File: src/rtl/pipeline_hazard_ctrl_if.sv
`default_nettype none
// ============================================================================
// Module      : pipeline_hazard_ctrl_if
// Description : Signal bundle between the 5-stage pipeline datapath and the
//               hazard/latch-enable sequencer.
//               master : the sequencer (reads hazard status, drives enables)
//               slave  : the pipeline datapath (drives status, reads enables)
//   Status  (pipeline -> sequencer):
//     ihit, dhit, mem_dreq, ex_memread, ex_rd, id_rs, id_rt, id_uses_rt,
//     id_branch, branch_taken, id_jump, wb_halt
//   Control (sequencer -> pipeline):
//     pc_en, ifid_en, idex_en, exmem_en, memwb_en, ifid_flush, idex_flush,
//     halt, stall_cycles
// Revision    : 1.0 - initial release
// ============================================================================
interface pipeline_hazard_ctrl_if #(
    parameter int REGW = 5,
    parameter int CNTW = 32
);
    // Pipeline status
    logic            ihit;
    logic            dhit;
    logic            mem_dreq;
    logic            ex_memread;
    logic [REGW-1:0] ex_rd;
    logic [REGW-1:0] id_rs;
    logic [REGW-1:0] id_rt;
    logic            id_uses_rt;
    logic            id_branch;
    logic            branch_taken;
    logic            id_jump;
    logic            wb_halt;

    // Latch controls
    logic            pc_en;
    logic            ifid_en;
    logic            idex_en;
    logic            exmem_en;
    logic            memwb_en;
    logic            ifid_flush;
    logic            idex_flush;
    logic            halt;
    logic [CNTW-1:0] stall_cycles;

    modport master (
        input  ihit, dhit, mem_dreq, ex_memread, ex_rd, id_rs, id_rt,
               id_uses_rt, id_branch, branch_taken, id_jump, wb_halt,
        output pc_en, ifid_en, idex_en, exmem_en, memwb_en,
               ifid_flush, idex_flush, halt, stall_cycles
    );

    modport slave (
        output ihit, dhit, mem_dreq, ex_memread, ex_rd, id_rs, id_rt,
               id_uses_rt, id_branch, branch_taken, id_jump, wb_halt,
        input  pc_en, ifid_en, idex_en, exmem_en, memwb_en,
               ifid_flush, idex_flush, halt, stall_cycles
    );
endinterface
`default_nettype wire

File: src/rtl/pipeline_hazard_ctrl.sv
`default_nettype none
// ============================================================================
// Module      : pipeline_hazard_ctrl
// Description : Latch-enable / flush sequencer for a 5-stage pipeline.
//               Detects load-use and load-to-branch hazards, freezes the
//               pipeline on data-memory wait, bubbles IF/ID on instruction
//               miss, squashes the fetch slot on taken branches/jumps and
//               parks the core once a halt reaches WB.
// Ports       : clk, rst (async, active-high)
//               bus : pipeline_hazard_ctrl_if.master (status in, controls out)
// Parameters  : REGW - register-index width, CNTW - stall-counter width
// Revision    : 1.0 - initial release
// ============================================================================
module pipeline_hazard_ctrl #(
    parameter int REGW = 5,
    parameter int CNTW = 32
) (
    input wire                     clk,
    input wire                     rst,
    pipeline_hazard_ctrl_if.master bus
);

    typedef enum logic [1:0] {
        S_RUN    = 2'd0,
        S_LU_BR  = 2'd1,
        S_HALTED = 2'd2
    } state_t;

    localparam logic [CNTW-1:0] c_cnt_max = {CNTW{1'b1}};
    localparam logic [CNTW-1:0] c_cnt_one = {{(CNTW-1){1'b0}}, 1'b1};
    localparam logic [REGW-1:0] c_reg_zero = {REGW{1'b0}};

    state_t          r_state;
    state_t          w_next_state;
    logic            r_halt;
    logic [CNTW-1:0] r_stall_cycles;

    logic [REGW-1:0] w_ex_rd;
    logic [REGW-1:0] w_id_rs;
    logic [REGW-1:0] w_id_rt;
    logic            w_hz;
    logic            w_dwait;

    logic            w_pc_en;
    logic            w_ifid_en;
    logic            w_idex_en;
    logic            w_exmem_en;
    logic            w_memwb_en;
    logic            w_ifid_flush;
    logic            w_idex_flush;

    assign w_ex_rd = bus.ex_rd;
    assign w_id_rs = bus.id_rs;
    assign w_id_rt = bus.id_rt;

    // A load in EX whose result the ID instruction needs right now; $0 is
    // never a real dependency because it always reads as zero.
    assign w_hz = bus.ex_memread && (w_ex_rd != c_reg_zero) &&
                  ((w_ex_rd == w_id_rs) ||
                   (bus.id_uses_rt && (w_ex_rd == w_id_rt)));

    assign w_dwait = bus.mem_dreq && !bus.dhit;

    // ------------------------------------------------------------------
    // State register
    // ------------------------------------------------------------------
    always_ff @(posedge clk or posedge rst) begin
        if (rst) begin
            r_state <= S_RUN;
        end else begin
            r_state <= w_next_state;
        end
    end

    // ------------------------------------------------------------------
    // Next state and latch controls
    // ------------------------------------------------------------------
    always_comb begin
        w_next_state = r_state;
        w_pc_en      = 1'b0;
        w_ifid_en    = 1'b0;
        w_idex_en    = 1'b0;
        w_exmem_en   = 1'b0;
        w_memwb_en   = 1'b0;
        w_ifid_flush = 1'b0;
        w_idex_flush = 1'b0;

        case (r_state)
            S_RUN, S_LU_BR: begin
                if (bus.wb_halt) begin
                    w_next_state = S_HALTED;
                end else if (w_dwait) begin
                    // Full freeze: state held, so a pending LU_BR survives.
                    w_next_state = r_state;
                end else if (r_state == S_LU_BR) begin
                    // Second bubble of load-to-branch.
                    w_idex_en    = 1'b1;
                    w_idex_flush = 1'b1;
                    w_exmem_en   = 1'b1;
                    w_memwb_en   = 1'b1;
                    w_next_state = S_RUN;
                end else if (w_hz) begin
                    // Branches resolve in ID, so they need the loaded value
                    // one stage earlier than ALU ops: two bubbles instead
                    // of one.
                    w_idex_en    = 1'b1;
                    w_idex_flush = 1'b1;
                    w_exmem_en   = 1'b1;
                    w_memwb_en   = 1'b1;
                    w_next_state = bus.id_branch ? S_LU_BR : S_RUN;
                end else if (!bus.ihit) begin
                    // No valid fetch word: hold PC, feed IF/ID a bubble. A
                    // simultaneous taken branch is squashed implicitly.
                    w_ifid_en    = 1'b1;
                    w_ifid_flush = 1'b1;
                    w_idex_en    = 1'b1;
                    w_exmem_en   = 1'b1;
                    w_memwb_en   = 1'b1;
                end else if ((bus.id_branch && bus.branch_taken) ||
                             bus.id_jump) begin
                    w_pc_en      = 1'b1;
                    w_ifid_en    = 1'b1;
                    w_ifid_flush = 1'b1;
                    w_idex_en    = 1'b1;
                    w_exmem_en   = 1'b1;
                    w_memwb_en   = 1'b1;
                end else begin
                    w_pc_en      = 1'b1;
                    w_ifid_en    = 1'b1;
                    w_idex_en    = 1'b1;
                    w_exmem_en   = 1'b1;
                    w_memwb_en   = 1'b1;
                end
            end
            S_HALTED: begin
                w_next_state = S_HALTED;
            end
            default: begin
                // Unreachable encoding: recover to RUN with everything held.
                w_next_state = S_RUN;
            end
        endcase
    end

    // ------------------------------------------------------------------
    // Sticky halt flag and saturating stall counter
    // ------------------------------------------------------------------
    always_ff @(posedge clk or posedge rst) begin
        if (rst) begin
            r_halt <= 1'b0;
        end else begin
            r_halt <= (w_next_state == S_HALTED);
        end
    end

    // The cycle that samples wb_halt is still counted (state is not yet
    // HALTED); once parked the counter is frozen.
    always_ff @(posedge clk or posedge rst) begin
        if (rst) begin
            r_stall_cycles <= {CNTW{1'b0}};
        end else if ((r_state != S_HALTED) && !w_pc_en &&
                     (r_stall_cycles != c_cnt_max)) begin
            r_stall_cycles <= r_stall_cycles + c_cnt_one;
        end
    end

    assign bus.pc_en        = w_pc_en;
    assign bus.ifid_en      = w_ifid_en;
    assign bus.idex_en      = w_idex_en;
    assign bus.exmem_en     = w_exmem_en;
    assign bus.memwb_en     = w_memwb_en;
    assign bus.ifid_flush   = w_ifid_flush;
    assign bus.idex_flush   = w_idex_flush;
    assign bus.halt         = r_halt;
    assign bus.stall_cycles = r_stall_cycles;

endmodule
`default_nettype wire

File: src/flat_wrapper.sv
// flat-port wrapper written by rule: the top's interface ports become plain ports
module pipeline_hazard_ctrl_flat 
#(
    parameter int REGW = 5,
    parameter int CNTW = 32
)
  (clk, rst, bus_ihit, bus_dhit, bus_mem_dreq, bus_ex_memread, bus_ex_rd, bus_id_rs, bus_id_rt, bus_id_uses_rt, bus_id_branch, bus_branch_taken, bus_id_jump, bus_wb_halt, bus_pc_en, bus_ifid_en, bus_idex_en, bus_exmem_en, bus_memwb_en, bus_ifid_flush, bus_idex_flush, bus_halt, bus_stall_cycles);
  pipeline_hazard_ctrl_if #(.REGW(REGW), .CNTW(CNTW)) bus_i ();
  input wire clk;
  input wire rst;
  input wire logic [$bits(bus_i.ihit)-1:0] bus_ihit;
  input wire logic [$bits(bus_i.dhit)-1:0] bus_dhit;
  input wire logic [$bits(bus_i.mem_dreq)-1:0] bus_mem_dreq;
  input wire logic [$bits(bus_i.ex_memread)-1:0] bus_ex_memread;
  input wire logic [$bits(bus_i.ex_rd)-1:0] bus_ex_rd;
  input wire logic [$bits(bus_i.id_rs)-1:0] bus_id_rs;
  input wire logic [$bits(bus_i.id_rt)-1:0] bus_id_rt;
  input wire logic [$bits(bus_i.id_uses_rt)-1:0] bus_id_uses_rt;
  input wire logic [$bits(bus_i.id_branch)-1:0] bus_id_branch;
  input wire logic [$bits(bus_i.branch_taken)-1:0] bus_branch_taken;
  input wire logic [$bits(bus_i.id_jump)-1:0] bus_id_jump;
  input wire logic [$bits(bus_i.wb_halt)-1:0] bus_wb_halt;
  output wire logic [$bits(bus_i.pc_en)-1:0] bus_pc_en;
  output wire logic [$bits(bus_i.ifid_en)-1:0] bus_ifid_en;
  output wire logic [$bits(bus_i.idex_en)-1:0] bus_idex_en;
  output wire logic [$bits(bus_i.exmem_en)-1:0] bus_exmem_en;
  output wire logic [$bits(bus_i.memwb_en)-1:0] bus_memwb_en;
  output wire logic [$bits(bus_i.ifid_flush)-1:0] bus_ifid_flush;
  output wire logic [$bits(bus_i.idex_flush)-1:0] bus_idex_flush;
  output wire logic [$bits(bus_i.halt)-1:0] bus_halt;
  output wire logic [$bits(bus_i.stall_cycles)-1:0] bus_stall_cycles;
  assign bus_i.ihit = bus_ihit;
  assign bus_i.dhit = bus_dhit;
  assign bus_i.mem_dreq = bus_mem_dreq;
  assign bus_i.ex_memread = bus_ex_memread;
  assign bus_i.ex_rd = bus_ex_rd;
  assign bus_i.id_rs = bus_id_rs;
  assign bus_i.id_rt = bus_id_rt;
  assign bus_i.id_uses_rt = bus_id_uses_rt;
  assign bus_i.id_branch = bus_id_branch;
  assign bus_i.branch_taken = bus_branch_taken;
  assign bus_i.id_jump = bus_id_jump;
  assign bus_i.wb_halt = bus_wb_halt;
  assign bus_pc_en = bus_i.pc_en;
  assign bus_ifid_en = bus_i.ifid_en;
  assign bus_idex_en = bus_i.idex_en;
  assign bus_exmem_en = bus_i.exmem_en;
  assign bus_memwb_en = bus_i.memwb_en;
  assign bus_ifid_flush = bus_i.ifid_flush;
  assign bus_idex_flush = bus_i.idex_flush;
  assign bus_halt = bus_i.halt;
  assign bus_stall_cycles = bus_i.stall_cycles;
  pipeline_hazard_ctrl #(.REGW(REGW), .CNTW(CNTW)) u_core (.clk(clk), .rst(rst), .bus(bus_i));
endmodule
File: config.mk
export PLATFORM = sky130hd
export DESIGN_NAME = pipeline_hazard_ctrl_flat
export DESIGN_NICKNAME = d
export VERILOG_FILES = /design/src/rtl/pipeline_hazard_ctrl_if.sv /design/src/rtl/pipeline_hazard_ctrl.sv /design/src/flat_wrapper.sv
export SDC_FILE = /design/constraint.sdc
export NUM_CORES = 1
export LEC_CHECK = 0
export BUFFER_PORTS_ARGS = -buffer_cell sky130_fd_sc_hd__buf_2
export CORE_MARGIN = 2
export CORE_UTILIZATION = 50
export CTS_BUF_LIST = sky130_fd_sc_hd__clkbuf_2
export DETAILED_ROUTE_END_ITERATION = 7
export GPL_TIMING_DRIVEN = 0
export PLACE_DENSITY = 0.89
export SYNTH_ARGS = -nofsm -noshare
export SYNTH_HDL_FRONTEND = slang
export SYNTH_SLANG_ARGS = --single-unit
File: constraint.sdc
create_clock -name clk -period 2.6 [get_ports clk]
set_input_delay 0.65 -clock clk [delete_from_list [all_inputs] [get_ports clk]]
set_output_delay 0.65 -clock clk [all_outputs]
set_load 0.05 [all_outputs]
==> results of run 1 <==
==> cell type report <==
class	instances	area, um2	area share [%]
clock inverters	2	12.5	0.475
repair buffers	68	430	16.3
multi-input cells	152	1160	44.0
clock buffers	6	30.0	1.14
flip-flops and latches	35	876	33.2
inverters	7	26.3	0.997
plain buffers	6	41.3	1.57
well taps	48	60.1	2.28
==> metal layers <==
metal  vias up  share of wire [%]
li1        852                  -
met1       912                 41
met2        68                 50
met3        14                5.8
met4         0                2.5
met5         -                  0
==> repair_timing <==
item | 4_1_cts | 5_1_grt
gates resized for setup | 16 | 14
hold buffers | 0 | 0
setup buffers | 1 | 1
hold endpoints to repair | 0 | 0
endpoints found under the setup margin | 4 | 3
pin swaps | 4 | 10
==> cells by family (layout without fill, tap and decap cells) <==
family | Yosys count | after routing | synth area share (%)
buf+inv | 13 | 89 | 3.38
mux | 1 | 1 | 0.563
compound gates | 10 | 10 | 4.07
simple gates | 99 | 99 | 29.6
fa+ha+maj | 1 | 1 | 0.625
flops | 35 | 35 | 43.8
xor+xnor | 41 | 41 | 17.9
==> sequential cells by signal, summed over array words and instances, names as in the netlist <==
name	flops
u_core.bus.halt	1
u_core.r_state	2
u_core.bus.stall_cycles	32
==> report_power, final <==
part / switching (mW) / internal [mW] / total (mW) / leakage [nW]
Clock: 0.187 / 0.0686 / 0.255 / 0.0290
Combinational: 0.284 / 0.132 / 0.416 / 0.767
Sequential: 0.0493 / 0.586 / 0.635 / 0.465
==> through the flow <==
stage,instance area [um2],setup TNS (ns),setup WS (ns),power [mW]
after floorplan,2030,-0.270,-0.141,0.926
after global placement,2420,-0.421,-0.190,1.02
after detailed placement,2420,-0.583,-0.254,1.03
after CTS,2530,-0.0159,-0.0159,1.29
after global routing,2640,-0.148,-0.101,1.38
final,2640,-0.0192,-0.0192,1.31
==> worst min-delay path by stage <==
stage	cells past startpoint	start	end
after global placement	1	u_core.bus.stall_cycles[18]$_DFFE_PP0P_	u_core.bus.stall_cycles[18]$_DFFE_PP0P_
after global routing	2	rst	u_core.bus.stall_cycles[30]$_DFFE_PP0P_
final	2	rst	u_core.bus.stall_cycles[30]$_DFFE_PP0P_
after detailed placement	1	u_core.bus.stall_cycles[18]$_DFFE_PP0P_	u_core.bus.stall_cycles[18]$_DFFE_PP0P_
after CTS	2	bus_wb_halt	u_core.r_state[1]$_DFF_PP0_
after floorplan	2	u_core.r_state[1]$_DFF_PP0_	u_core.r_state[0]$_DFF_PP0_
==> cell usage in the layout, fill, tap and decap left out, types with 2 or more instances in the layout <==
master	instances
a21o_1	2
nand2_1	11
clkbuf_2	6
and2_1	7
xnor2_1	31
nor3_2	3
inv_1	6
xnor2_2	3
nor3_1	2
dfrtp_1	35
buf_4	5
nor2_4	2
nor2b_1	2
and3_1	9
and4_1	5
buf_2	58
nor2_1	9
nand4_1	13
nand3_2	2
nand3_1	21
xor2_1	7
buf_6	9
==> flow_metrics.tcl, run 1 <==
set metrics [dict create \
    fmax_mhz 382 \
    synth.avg_cell_area_um2 10.0 \
    cp.buffers_inverters 2 \
    crit_type "in -> out" \
    grt_max_degree 36 \
    ys_top_cells_by_count "dfrtp_1 (35), xnor2_1 (34), nand3_1 (22)" \
    use_met1_pct 28.1 \
    synth_edf_count 0 \
    utilization_pct 70.4 \
    antenna_found_initial 0 \
    design.die.area_um2 4520 \
    path_depth 8 \
    tightestPinTransition_ns 0.813 \
    place_congestion 0.795 \
    grt_usage_pct 22.2 \
    area_delta_synth_final_pct 31.7 \
    routedWlPerCell_um 15.6 \
    yosys_register_bits 35 \
    timing.rr.end "u_core.bus.stall_cycles[26]$_DFFE_PP0P_" \
    critPathRequiredTime_ns 1.95 \
    p_leak_nw 1.26 \
    slew_viol_final 0 \
    critPathCapture "bus_idex_flush" \
    setup_viol 1 \
    grt-busiest-layer "met2" \
    firstDrtPassIters 4 \
    rr_startpoint "u_core.bus.stall_cycles[13]$_DFFE_PP0P_" \
    period_needed_ns 2.62 \
    synthTopCellsByArea "dfrtp_1 (44%), xnor2_1 (15%), nand3_1 (5.5%), nand4_1 (4.1%), xor2_1 (3.1%)" \
    syn_inst 200 \
    reg2reg_depth 5 \
    synth_top_cell_area_share_pct 43.8 \
    drt_iter0_drc 69 \
    powerDensity_nw_per_um2 496 \
    grt-ovfl-total 0 \
    ys_seq_area_share_pct 43.8 \
    rows 22 \
    crit_arrival_ns 1.97 \
    use_met2_pct 35.6 \
    port_buffers 65 \
    cp_max_fo 5 \
    hpwl_mm 3.31 \
    fill_cells 286 \
    cp_top_family "simple AND/OR/NAND/NOR gates" \
    violations "setup timing" \
    ys_async_sr_fraction_pct 100 \
    grt_pass1_wl_mm 7.62 \
    period_share_pct 101 \
    cts_num_sinks 35 \
    crit_path_top_delay_cell "a21oi_4" \
    yosys.area.top_type "dfrtp_1" \
    cts-buffers-inserted 5 \
    core_um2 3740 \
    start_util_pct 53.4 \
    synth_top_flop_cell "dfrtp_1" \
    ys_warn_count 0 \
    relSlewSlack_pct 45.3 \
    fin_ws_ns -0.0192 \
    io_pins 66 \
    critPathMostFrequentCell "nor2_4" \
    critPathLaunchType "input pin" \
    instances_no_fill 324 \
    critical_path.cell_chain "buf_2 -> xnor2_1 -> nand2_1 -> or2_4 -> a21oi_4 -> nor2_4 -> nor2_4 -> buf_8" \
    drtAntennaViolNets 0 \
    synth_area_um2 2000 \
    cts_root_buffer "clkbuf_2" \
    synth.most_common_cell "dfrtp_1" \
    status "complete, but fails checks" \
    peakVddDrop_mv 0.367 \
    crit_start "bus_ex_rd[2]" \
    grt_pass1_vias 1728 \
    nets 302 \
    grt_use_met3_pct 5.17 \
    cts_tree "yes" \
    cts_buffer_depth 2 \
    synth.distinct_cells 39 \
    hold_violations 0 \
    max_cap_viol_count 0 \
    r2r_slack_ns 0.48 \
    die_h_um 67.3 \
    drive_above_1_share_pct 37.7 \
    hold_path_class "in -> async" \
    diodes 0 \
    worst_clock_skew_ns 0.0276 \
    drc 0 \
    vias_per_cell 5.70 \
    crit_path_end_kind "output port" \
    vias 1846 \
    die_w_um 67.3 \
    h-tree-depth 2 \
    post-place-cells 313 \
    synth_nets 227 \
    critPathMaxStageDelay_ns 0.28 \
    wl_mm 5.05 \
    rsz0062_at_grt "true" \
    clock_latency_ns 0.39 \
    cts.clk_slew.worst_paths_ns 0.20 \
    whs_ns 0.203 \
]
No activity file was read; power rests on OpenSTA's default activity.
==> inputs of run 2 (changes only) <==
Settings changed: SLEW_MARGIN from default to 40.
Clock period 2.6 ns to 3 ns, I/O delays scaled along.
==> run 2 against run 1 <==
The flow now finishes without violations. Sequential share of layout area grew 1.7 points. Non-clock buffer count down 3. Via count is 5.0% lower. Clock power up 52%. Die area is the same. Critical path depth decreased by 2. Flip-flop and latch count is the same. Cell count shrank 0.93%. Global-route usage is 0.43 points higher. Total power is 2.7% lower. Register-to-register slack better by 0.38 ns. Critical path type unchanged. Largest cell class unchanged.
==> flow_metrics.tcl, run 2 (synthesis results as in run 1) <==
set metrics [dict create \
    rows 22 \
    place_congestion 0.764 \
    power_frac_clock_pct 30.4 \
    cts-buffers-inserted 5 \
    diodes 0 \
    antenna_found_initial 0 \
    hold_violations 0 \
    tightestPinTransition_ns 0.727 \
    powerDensity_nw_per_um2 507 \
    crit_arrival_ns 2.20 \
    core_um2 3740 \
    fin_tns_setup_ns 0 \
    die_w_um 67.3 \
    area_delta_synth_final_pct 25.4 \
    grt_pass1_vias 1641 \
    period_share_pct 98.3 \
    worst_clock_skew_ns 0.0297 \
    nets 299 \
    p_switching_mw 0.441 \
    final_common_cell "buf_2" \
    grt-ovfl-total 0 \
    cts.clk_slew.worst_paths_ns 0.20 \
    drc 0 \
    hold_path_class "in -> async" \
    grt_usage_pct 22.6 \
    critPathMaxStageDelay_ns 0.53 \
    crit_path_top_delay_cell "or4_1" \
    cp_max_fo 5 \
    cts_num_sinks 35 \
    place_ws_ns -0.130 \
    highest_layer "met4" \
    slew_viol_final 0 \
    critPathLaunchType "input pin" \
    drive_above_1_share_pct 34.1 \
    fin_ws_ns 0.0504 \
    critical_path.cell_chain "buf_2 -> or4_1 -> o21ai_2 -> a21oi_4 -> nor4_2 -> clkbuf_4" \
    postCtsHoldBufs 0 \
    fmax_mhz 339 \
    h-tree-depth 2 \
    routedWlPerCell_um 14.6 \
    relSlewSlack_pct 51.1 \
    design.die.area_um2 4520 \
    crit_type "in -> out" \
    grt_pass1_wl_mm 7.56 \
    cts_buffer_depth 2 \
    vias_per_cell 5.46 \
    whs_ns 0.423 \
    rsz0062_at_grt "false" \
    die_h_um 67.3 \
    clock_latency_ns 0.40 \
    seq_power_share_pct 43.4 \
    vias 1753 \
    start_util_pct 53.4 \
    crit_path_end_kind "output port" \
    wl_mm 4.69 \
    port_buffers 65 \
    hpwl_mm 3.53 \
    io_pins 66 \
    largest_reg_flops 32 \
    final_cell_mix "buf_2 (66), dfrtp_1 (35), xnor2_1 (34)" \
    internal-power_mw 0.830 \
    drtAntennaViolNets 0 \
    setup_viol 0 \
    met3_length_um 370 \
    combinationalPowerShare_pct 26.2 \
    p_leak_nw 1.22 \
    max_cap_viol_count 0 \
    wl_met2_mm 2.41 \
    cts_root_buffer "clkbuf_2" \
    drt-met1-wl_mm 1.83 \
    period_needed_ns 2.95 \
    status "complete, no violations" \
    swShare_pct 34.7 \
    cts_tree "yes" \
    drt_iter0_drc 57 \
    critPathRequiredTime_ns 2.25 \
    grt_max_degree 36 \
    peakVddDrop_mv 0.666 \
    firstDrtPassIters 4 \
]
[run 2: cell count changes in the layout (fill, tap and decap cells not counted), sizes merged]
cell and delta:
buf -5, bufinv +2, clkbuf +1, clkinv -2
inv +1
[run 2: area by class of cell]
class                      instances  area, um2
sequential                        35        876
buffer                             6       41.3
tap                               48       60.1
clock inverter                     3       67.6
timing repair buffer              65        330
multi-input combinational        152       1080
clock buffer                       5       25.0
fill                             314       1230
inverter                           7       26.3
[run 2: worst max-delay path: cells and delay by family]
family | cells | cell delay, ns
AOI/OAI and AO/OA | 2 | 0.28
buffers and inverters | 2 | 0.39
and+or+nand+nor | 2 | 0.78
[run 2: path summary, 6_finish.rpt]
check | from | endpoint | slack, ns | cells past startpoint
setup / recovery | bus_ex_rd[0] | bus_ifid_flush | 0.05 | 6
hold / removal | rst | u_core.bus.stall_cycles[5]$_DFFE_PP0P_ | 0.42 | 2
setup reg to reg | u_core.bus.stall_cycles[13]$_DFFE_PP0P_ | u_core.bus.stall_cycles[28]$_DFFE_PP0P_ | 0.86 | 5
hold reg to reg | u_core.bus.stall_cycles[22]$_DFFE_PP0P_ | u_core.bus.stall_cycles[22]$_DFFE_PP0P_ | 0.50 | 1
max in group asynchronous | rst | u_core.bus.stall_cycles[2]$_DFFE_PP0P_ | 2.09 | 2
min in group clk | u_core.bus.stall_cycles[22]$_DFFE_PP0P_ | u_core.bus.stall_cycles[22]$_DFFE_PP0P_ | 0.50 | 1
[run 2: per-layer routing]
| metal | vias to the layer above | GRT usage (%) |
|---|---|---|
| met5 | - | 0 |
| met4 | 0 | 8.42 |
| met3 | 6 | 5.83 |
| met2 | 74 | 39.4 |
| met1 | 835 | 26.8 |
| li1 | 838 | - |
[run 2: per-stage QoR]
stage / std cells / power (mW) / utilization [%] / instance area [um2]
3_5_place_dp: 313 / 0.892 / 64.1 / 2400
4_1_cts: 321 / 1.28 / 66.7 / 2500
6_report: 321 / 1.27 / 67.0 / 2510
2_1_floorplan: 200 / 0.801 / - / 2010
5_1_grt: 321 / 1.33 / 67.0 / 2510
3_3_place_gp: 313 / 0.884 / 64.1 / 2400
[run 2: what timing repair did]
action,4_1_cts,5_1_grt
setup buffers,0,0
gates resized for setup,1,3
setup endpoints to repair,1,2
[run 2: power groups by stage]
stage	registers [mW]	logic [mW]	clock network, mW
detailed placement	0.560	0.332	0
CTS	0.552	0.334	0.394
global route	0.561	0.358	0.415
global placement	0.558	0.327	0
floorplan	0.675	0.126	0
finish	0.552	0.333	0.387
